--- config.mk ---
export PLATFORM = sky130hd
export DESIGN_NAME = mem_port_b_arbiter
export DESIGN_NICKNAME = d
export VERILOG_FILES = /design/src/rtl/mem_port_b_arbiter.sv
export SDC_FILE = /design/constraint.sdc
export NUM_CORES = 1
export LEC_CHECK = 0
export CAP_MARGIN = 20
export CORE_MARGIN = 2
export CORE_UTILIZATION = 28
export DETAILED_ROUTE_END_ITERATION = 10
export GPL_TIMING_DRIVEN = 0
export PLACE_DENSITY = 0.86
export SYNTH_ARGS = -nofsm -noshare
export SYNTH_HDL_FRONTEND = slang
export SYNTH_SLANG_ARGS = --single-unit
--- constraint.sdc ---
create_clock -name clk -period 1.6 [get_ports clk]
set_clock_uncertainty 0.05 [all_clocks]
set_input_delay 0.16 -clock clk [delete_from_list [all_inputs] [get_ports clk]]
set_output_delay 0.16 -clock clk [all_outputs]
set_load 0.005 [all_outputs]
--- src/rtl/mem_port_b_arbiter.sv ---
// mem_port_b_arbiter: round-robin, burst-bounded sharing of RAM port B between R0 (display) and R1 (DMA)
module mem_port_b_arbiter #(
    parameter int ADDR_W    = 16,
    parameter int DATA_W    = 16,
    parameter int MAX_BURST = 4
) (
    input  logic              clk,
    input  logic              reset,
    input  logic              r0_req,
    input  logic              r0_we,
    input  logic [ADDR_W-1:0] r0_addr,
    input  logic [DATA_W-1:0] r0_wdata,
    output logic              r0_gnt,
    output logic              r0_rvalid,
    output logic [DATA_W-1:0] r0_rdata,
    input  logic              r1_req,
    input  logic              r1_we,
    input  logic [ADDR_W-1:0] r1_addr,
    input  logic [DATA_W-1:0] r1_wdata,
    output logic              r1_gnt,
    output logic              r1_rvalid,
    output logic [DATA_W-1:0] r1_rdata,
    output logic [ADDR_W-1:0] mem_b_addr,
    output logic [DATA_W-1:0] mem_b_wdata,
    output logic              mem_b_we,
    input  logic [DATA_W-1:0] mem_b_rdata
);
    localparam int BW = $clog2(MAX_BURST + 1);

    logic          owner, last, rpend0, rpend1;
    logic [BW-1:0] beats;
    logic          own_req, oth_req, keep, both;

    always_comb begin
        own_req = owner ? r1_req : r0_req;
        oth_req = owner ? r0_req : r1_req;
        keep    = own_req && (beats < BW'(MAX_BURST) || !oth_req);
        both    = r0_req && r1_req;
        r0_gnt  = !reset && (keep ? !owner : both ? last : r0_req && !r1_req);
        r1_gnt  = !reset && (keep ? owner : both ? !last : r1_req && !r0_req);
    end

    assign mem_b_we    = r0_gnt ? r0_we : r1_gnt ? r1_we : 1'b0;
    assign mem_b_addr  = r0_gnt ? r0_addr : r1_gnt ? r1_addr : '0;
    assign mem_b_wdata = r0_gnt ? r0_wdata : r1_gnt ? r1_wdata : '0;

    // Gating with reset drops a read whose response would land in a reset cycle.
    assign r0_rvalid = rpend0 && !reset;
    assign r1_rvalid = rpend1 && !reset;
    assign r0_rdata  = mem_b_rdata;
    assign r1_rdata  = mem_b_rdata;

    always_ff @(posedge clk) begin
        if (reset) begin
            owner  <= 1'b0;
            last   <= 1'b1;
            beats  <= '0;
            rpend0 <= 1'b0;
            rpend1 <= 1'b0;
        end else begin
            rpend0 <= r0_gnt && !r0_we;
            rpend1 <= r1_gnt && !r1_we;
            if (r0_gnt || r1_gnt) begin
                last <= r1_gnt;
                if (r1_gnt == owner) begin
                    beats <= (beats == BW'(MAX_BURST)) ? beats : beats + 1'b1;
                end else begin
                    owner <= r1_gnt;
                    beats <= BW'(1);
                end
            end else begin
                beats <= '0;
            end
        end
    end
endmodule

### Word-level counts from Yosys, hierarchy flattened

Cells that the tools add are included.

| storage, ports and cells | value |
|---|---|
| register bits after elaboration | 7 |
| logic and storage cells | 50 |

| operators by class | value |
|---|---|
| $add $sub $neg | 1 |
| magnitude comparators | 1 |
| equality and inequality tests | 3 |
| mux-type cells | 14 |
| bitwise logic cells | 2 |
| reduce and logical (&&, ||, !) cells | 23 |

Operators with widths:

| kind | number |
|---|---|
| $mux 16 | 4 |
| $logic_and 1x1->1 | 10 |
| $mux 1 | 10 |
| $logic_not 1->1 | 8 |
| $add 3x1->3 const B | 1 |
| $eq 3x3->1 const B | 1 |
| $lt 3x3->1 const B | 1 |
| $reduce_or 3->1 | 1 |
| $logic_or 1x1->1 | 2 |
| $ne 2x2->1 const B | 1 |
| $not 1->1 | 2 |
| $reduce_and 2->1 | 1 |
| $reduce_or 2->1 | 1 |
| $eq 1x1->1 | 1 |

### Logic depth before layout (Yosys ltp)

| depth | value |
|---|---|
| depth in word-level cells | 9 |
| gate-level depth with buffers | 6 |
| mapped depth without buffers | 5 |

### Worst setup path before layout

Ideal clock, no wire load.

| path | value |
|---|---|
| path type | register -> output |
| start | reg beats[2] |
| end | out mem_b_addr[10] |
| data arrival time | 1.241 ns |
| setup slack | 0.149 ns |
| cell stages (with the launch flop) | 6 |
| buffers on the path | 2 |
| path through | dfxtp_1 -> buf_6 -> nor2b_4 -> o311ai_4 -> buf_6 -> o32ai_2 |

| on the way | value |
|---|---|
| cells in the longest elaborated chain, start to end | 7 |

Ends and longest elaborated chain:

| element | line | source |
|---|---|---|
| from (decl) | 31 | `logic [BW-1:0] beats;` |
| from (signal assigned) | 66 | `beats <= (beats == BW'(MAX_BURST)) ? beats : beats + 1'b1;` |
| $lt 3x3->1 (*) | 37 | `keep = own_req && (beats < BW'(MAX_BURST) \|\| !oth_req);` |
| $logic_or 1x1->1 (*) | 37 |  |
| $logic_and 1x1->1 (*) | 37 |  |
| $mux 1 | 40 | `r1_gnt = !reset && (keep ? owner : both ? !last : r1_req && !r0_req);` |
| $logic_and 1x1->1 | 40 |  |
| $mux 16 | 44 | `assign mem_b_addr = r0_gnt ? r0_addr : r1_gnt ? r1_addr : '0;` |
| $mux 16 (*) | 44 |  |
| to (decl) | 23 | `output logic [ADDR_W-1:0] mem_b_addr,` |

Every way passes the cells marked *; elsewhere a longest branch is shown, timed or not.

### Worst setup path after layout

| path | value |
|---|---|
| start | reg beats[2] |
| end | out mem_b_wdata[9] |

| on the way | value |
|---|---|
| cells in the longest elaborated chain, start to end | 7 |

Ends and longest elaborated chain:

| element | line | source |
|---|---|---|
| $lt 3x3->1 (*) | 37 |  |
| $logic_or 1x1->1 (*) | 37 |  |
| $logic_and 1x1->1 (*) | 37 |  |
| $mux 1 | 40 |  |
| $logic_and 1x1->1 | 40 |  |
| $mux 16 | 45 | `assign mem_b_wdata = r0_gnt ? r0_wdata : r1_gnt ? r1_wdata : '0;` |
| $mux 16 (*) | 45 |  |
| to (decl) | 24 | `output logic [DATA_W-1:0] mem_b_wdata,` |

Marked as above.

==> key figures <==
Outcome
  – Status: finished, violations left
  – Failing checks: setup timing

Run
  – Max-cap violations: 0

Worst hold path
  – Min-delay worst type: input port to flop
  – Hold Crit Depth: 3
  – Hold EP: owner
  – Hold_sp: r1_req

STA
  – Setup violators final: 35
  – Final setup margin: -264.5 ps
  – Fin crit share: 1.165
  – Hold Vio Cnt, Final: 0
  – RSZ-0062 raised after global routing: yes
  – Slew @ Worst Pin: ~380 ps
  – Max Freq: around 540 MHz
  – Setup_tns: -7194 ps
  – Min cycle time layout: 1865 ps
  – Slew Viols, Final: 0
  – Slew headroom: 0.7434

Finish
  – Finished Cell Area: 3281 µm²
  – Antenna Cells: 0
  – Layout area overhead: 139.0%
  – Layout cells sized above 1: 0.4068
  – # nets final: 443

Placed design
  – Cell Area, Placed: roughly 2800 µm²
  – # port buffers: 137
  – Placer Congestion: roughly 0.74
  – DP Wirelength: roughly 4100 µm

Routing
  – Routed WL: between 5000 and 6000 µm
  – Via density: ~4.4
  – DRT antenna net count: 0
  – TritonRoute pass-1 iters: 4
  – DR WL/cell: about 14 µm
  – Initial DRC Count: 36
  – Residual DRC: 0
  – Via count: around 1,900

Floorplan
  – Chip Width: ~74 µm
  – Core area: 4723 µm²
  – I/O pins: 155
  – Core Rows: 25
  – Starting density of the core: 0.2906
  – Die height: between 70 and 80 µm
  – Die area: between 5000 and 6000 µm²

Clocking
  – CTS tree: built
  – H-tree depth: 1
  – Skew-Pair Late Insertion Delay: 230 ps
  – Clock Sinks: 7
  – Clk slew on worst S/H paths: approximately 40 ps
  – CTS Buf Count: 3
  – Root Driver: clkbuf_8
  – Clock Tree Buf Depth: 2

Power
  – Sequential Power Share: 0.162
  – LEAKAGE: 0.001617 µW
  – Peak VDD IR: approximately 0.25 mV
  – Int Pwr: around 850 µW
  – Net Sw Power: about 350 µW
  – Switch share: 0.2898
  – Cell Pwr Density: approximately 370 nW/µm²
  – Total Power: around 1200 µW
  – Comb pwr share: 0.630
  – Clock share of power: 0.208

GRT
  – Vias in the first global route: 1,797
  – Pin count of the biggest net entering global routing: 11
  – All-Layer GR Usage: 0.1800
  – First-pass GRT wire length: around 7900 µm
  – Gr ovfl total: 0
  – Initial antenna violation count: 0

Critical path
  – Crit Reg-Reg Endpoint: rpend1
  – WP data required: 1390 ps
  – Flop-to-flop setup slack: 190 ps
  – Worst R2R Start: beats[2]
  – Critical Path Fanout Max: 8
  – Worst EP arrival: between 1500 and 2000 ps
  – R2R cell count: 6
  – Endpoint class of the critical path: output port
  – Critical Path Start Type: flop
  – CP Class: flop to output port

Logic synthesis
  – Post-synth EDFFs: 0
  – Top FF cell, synth: dfxtp_1
  – YS warnings: 0
  – #FFs+latches synth: 7
  – Synth area leaders: inv_1 (19%), buf_4 (18%), o32ai_1 (15%)
  – Mapped Area: 1373 µm²
  – Asr flop ratio synth: 0
  – Seq/Total Area, Yosys: 0.1021
  – Synth cell types: 26
  – Synthesized instance count: 192
  – Syn Area/Cell: roughly 7 µm²
  – Top cell type's share of synthesized area: 0.1942
  – Syn nets: 280
  – Area leader, netlist: inv_1
## registers in the layout, summed over array words and instances, names as in the netlist
| name | cells |
|---|---|
| beats | 3 |
| rpend1 | 1 |
| owner | 1 |
| rpend0 | 1 |
| last | 1 |
## logic make-up after synthesis
kind of cell | after synthesis | synth area share
AOI/OAI and AO/OA | 45 | 0.3245
adders and majority gates | 2 | 0.01823
buffers and inverters | 115 | 0.4476
DFF | 7 | 0.1021
muxes | 2 | 0.01459
and+or+nand+nor | 21 | 0.09299
## metal layers
| layer | routed length [µm] | vias up | global-route usage |
|---|---|---|---|
| met3 | 541 | 5 | 0.05420 |
| met4 | 36 | 0 | 0.03636 |
| met1 | 1981 | 833 | 0.1928 |
| met2 | 3171 | 93 | 0.3462 |
| met5 | 0 | - | 0 |
| li1 | - | 922 | - |
## worst max-delay path, cell delays in order (launching register included)
cell and delay, ps:
dfxtp_4 350, nor2b_4 140, o311ai_4 320, buf_12 180
buf_12 140, buf_6 100, o32ai_2 50, buf_2 130
## cells in the final DEF, fill, tap and decap left out, drive strengths merged, types with 3 or more instances in the layout
cell type,Yosys,layout
o21ai,5,5
clkbuf,2,9
o32ai,33,33
a21oi,3,3
nor3,5,5
dfxtp,7,7
inv,71,71
nor2b,5,5
clkdlybuf4s50,0,100
nor2,3,3
buf,42,95
## through the flow
step / hold slack [ps] / util / worst slack, ps / std cells
6_report: 239.4 / 0.6946 / -264.5 / 421
5_1_grt: 273.7 / 0.6946 / -343.7 / 421
4_1_cts: 232.4 / 0.6482 / -345.2 / 415
3_5_place_dp: 477.5 / 0.5987 / -985.6 / 396
3_3_place_gp: 468.6 / 0.5987 / -922.9 / 396
2_1_floorplan: 179.1 / - / 148.9 / 192
## cells in the mapped netlist (2+ instances only)
cell	count
inv_1	71
a21oi_1	3
nor3_1	5
buf_6	8
buf_2	2
clkbuf_1	2
o32ai_2	9
o32ai_1	24
and3_1	2
o21ai_0	5
mux2i_1	2
nor2b_1	3
nor2_1	3
ha_1	2
nand2_1	2
o21a_1	2
buf_4	32
dfxtp_1	7
## power groups by stage
stage | sequential [µW] | combinational (µW) | clock (µW)
after global routing | 196 | 813 | 268
after global placement | 196 | 644 | 0
after detailed placement | 198 | 654 | 0
after floorplan | 195 | 256 | 0
after CTS | 195 | 694 | 259
final | 194 | 757 | 250
## area by class of cell
class                      instances  area (µm²)
buffer                            41       354.1
inverter                          71       269.0
timing repair buffer             161        1535
sequential                         7       146.4
clock buffer                       4       45.04
multi-input combinational         70       847.1
tap                               67       83.83
fill                             370        1443
## worst max-delay path by stage
stage	startpoint	end	slack, ps	cells past startpoint
2_1_floorplan	beats[2]	mem_b_addr[10]	150	5
3_3_place_gp	reset	mem_b_wdata[13]	-920	6
3_5_place_dp	reset	mem_b_wdata[4]	-990	6
4_1_cts	beats[2]	mem_b_addr[14]	-350	7
5_1_grt	beats[2]	mem_b_addr[6]	-340	6
6_report	beats[2]	mem_b_wdata[9]	-260	7
## repair_timing
item,4_1_cts,5_1_grt
pin swaps,3,17
cloned,2,4
setup endpoints to repair,36,35
hold buffers,0,0
gates resized for setup,174,35
buffers inserted,14,5
Note: power is estimated with default switching activity, not from simulation.
==> edit (same settings) <==
The parameter `DATA_W` goes from 16 to 32.
--- a/src/rtl/mem_port_b_arbiter.sv
+++ b/src/rtl/mem_port_b_arbiter.sv
@@ -3,3 +3,3 @@
     parameter int ADDR_W    = 16,
-    parameter int DATA_W    = 16,
+    parameter int DATA_W    = 32,
     parameter int MAX_BURST = 4
Ports: changed (6 resized); port bits go from 155 to 251. No check against the original RTL was run, so the function may have changed too.
==> edit against the original RTL <==
Wire length up 56%. Fmax about the same. Critical path type unchanged. Critical endpoint is now mem_b_wdata[22]. Non-clock buffer count up 120. Synthesized cell count up 45%. The flow still finishes with violations (negative setup slack). Clock power down 4%. Sequential cell count unchanged. Core utilization down 0.28 points. Cell area up 44%. Area after synthesis up 44%. Power up 30%. Setup slack better by 0.0018 ns. Sequential share of layout area down 1.4 points.
==> edit: results (changes against the original RTL) <==
stage	metric	value	unit	change
status	outcome	finished with violations		unchanged
status	failing checks	negative setup slack		unchanged
global_routing	vias in the first global route	2695		was 1797
drt	post-DR vias/cell	4.36		was 4.40
global_routing	first-pass GRT wire length	12600	um	was 7930 um
placement	RD Place Congestion	0.752		was 0.737
logic_synthesis	area fraction in compound gates after synthesis	31.4	%	was 32.5%
timing	setup TNS	-8.83	ns	was -7.19 ns
cells_and_area	fillers	574		was 370
cells_and_area	Inverters excl. clock	103		was 71
timing	Slew @ Worst Pin	0.393	ns	was 0.385 ns
timing	final setup fails	51		was 35
timing	worst setup margin	-0.263	ns	was -0.265 ns
die	Tap Count	96		was 67
cells_and_area	Non-clock buffers	322		was 202
power_and_ir_drop	LEAKAGE	2.35	nW	was 1.62 nW
cells_and_area	Seq area share	3.10	%	was 4.46%
critical_path	critical path peak fanout	7		was 8
logic_synthesis	Synth area leaders	buf_4 (25%), inv_1 (19%), o32ai_1 (15%), o32ai_2 (11%), dfxtp_1 (7.1%)		was inv_1 (19%), buf_4 (18%), o32ai_1 (15%), o32ai_2 (11%), dfxtp_1 (10%)
cells_and_area	signal buffers share of area	60.5	%	was 57.6%
placement	Area after DPL	0.00428	mm^2	was 0.00283 mm^2
logic_synthesis	top cells by count, synth	inv_1 (103), buf_4 (65), o32ai_1 (35)		was inv_1 (71), buf_4 (32), o32ai_1 (24)
placement	buffers added on ports	217		was 137
global_routing	global-route usage over all layers	20.0	%	was 18.0%
logic_synthesis	sequential area share after synthesis	7.07	%	was 10.2%
logic_synthesis	Netlist cell types	28		was 26
logic_synthesis	mux contribution to synthesized area	1.01	%	was 1.46%
placement	HPWL after detailed placement	6880	um	was 4050 um
cells_and_area	clock network area share	0.953	%	was 1.37%
[edit: cell types whose count changed after synthesis, moves of 4 or more]
cell     before  now
buf_4        32   65
buf_6         8   12
inv_1        71  103
o32ai_1      24   35
o32ai_2       9   14
[edit: worst reg2reg max path, cell delays in order, from the launching register on]
cell and delay (ns):
dfxtp_4 0.34, nor2b_4 0.14, o311ai_4 0.31, buf_6 0.18
buf_8 0.13, buf_12 0.11, nor2_1 0.05
[edit: worst paths after layout]
check | startpoint | endpoint | slack (ns) | cells after the start
setup / recovery | owner | mem_b_wdata[22] | -0.26 | 6
hold reg to reg | owner | owner | 0.46 | 2
hold / removal | r1_req | owner | 0.22 | 3
setup reg to reg | owner | rpend1 | 0.18 | 6
[edit: repair_timing]
action | CTS | global route
hold buffers | 0 | 0
endpoints found under the setup margin | 54 | 51
gates cloned | 5 | 1
buffers inserted | 18 | 4
gates resized for setup | 249 | 39
pin swaps | 14 | 26
[edit: where the power goes]
group	internal (W)	switching [W]	total, W	leakage, nW
clock network	0.000172	0.0000688	0.000241	0.0228
registers	0.000185	0.00000925	0.000194	0.0586
logic	0.000743	0.000390	0.00113	2.27
[edit: per-layer routing]
metal	track usage (%)	vias up	routed length, um
met4	3.44	0	22
met3	2.45	2	565
li1	-	1320	-
met1	21.8	1257	3140
met5	0	-	0
met2	40.9	115	5220
[edit: stage by stage]
step           std cells  total power [W]  util [%]  worst slack [ns]
2_1_floorplan        278         0.000594         -             0.138
3_3_place_gp         591          0.00121      62.6             -1.04
3_5_place_dp         591          0.00123      62.6             -1.12
4_1_cts              618          0.00153      67.0            -0.346
5_1_grt              618          0.00167      69.2            -0.307
6_report             618          0.00157      69.2            -0.263
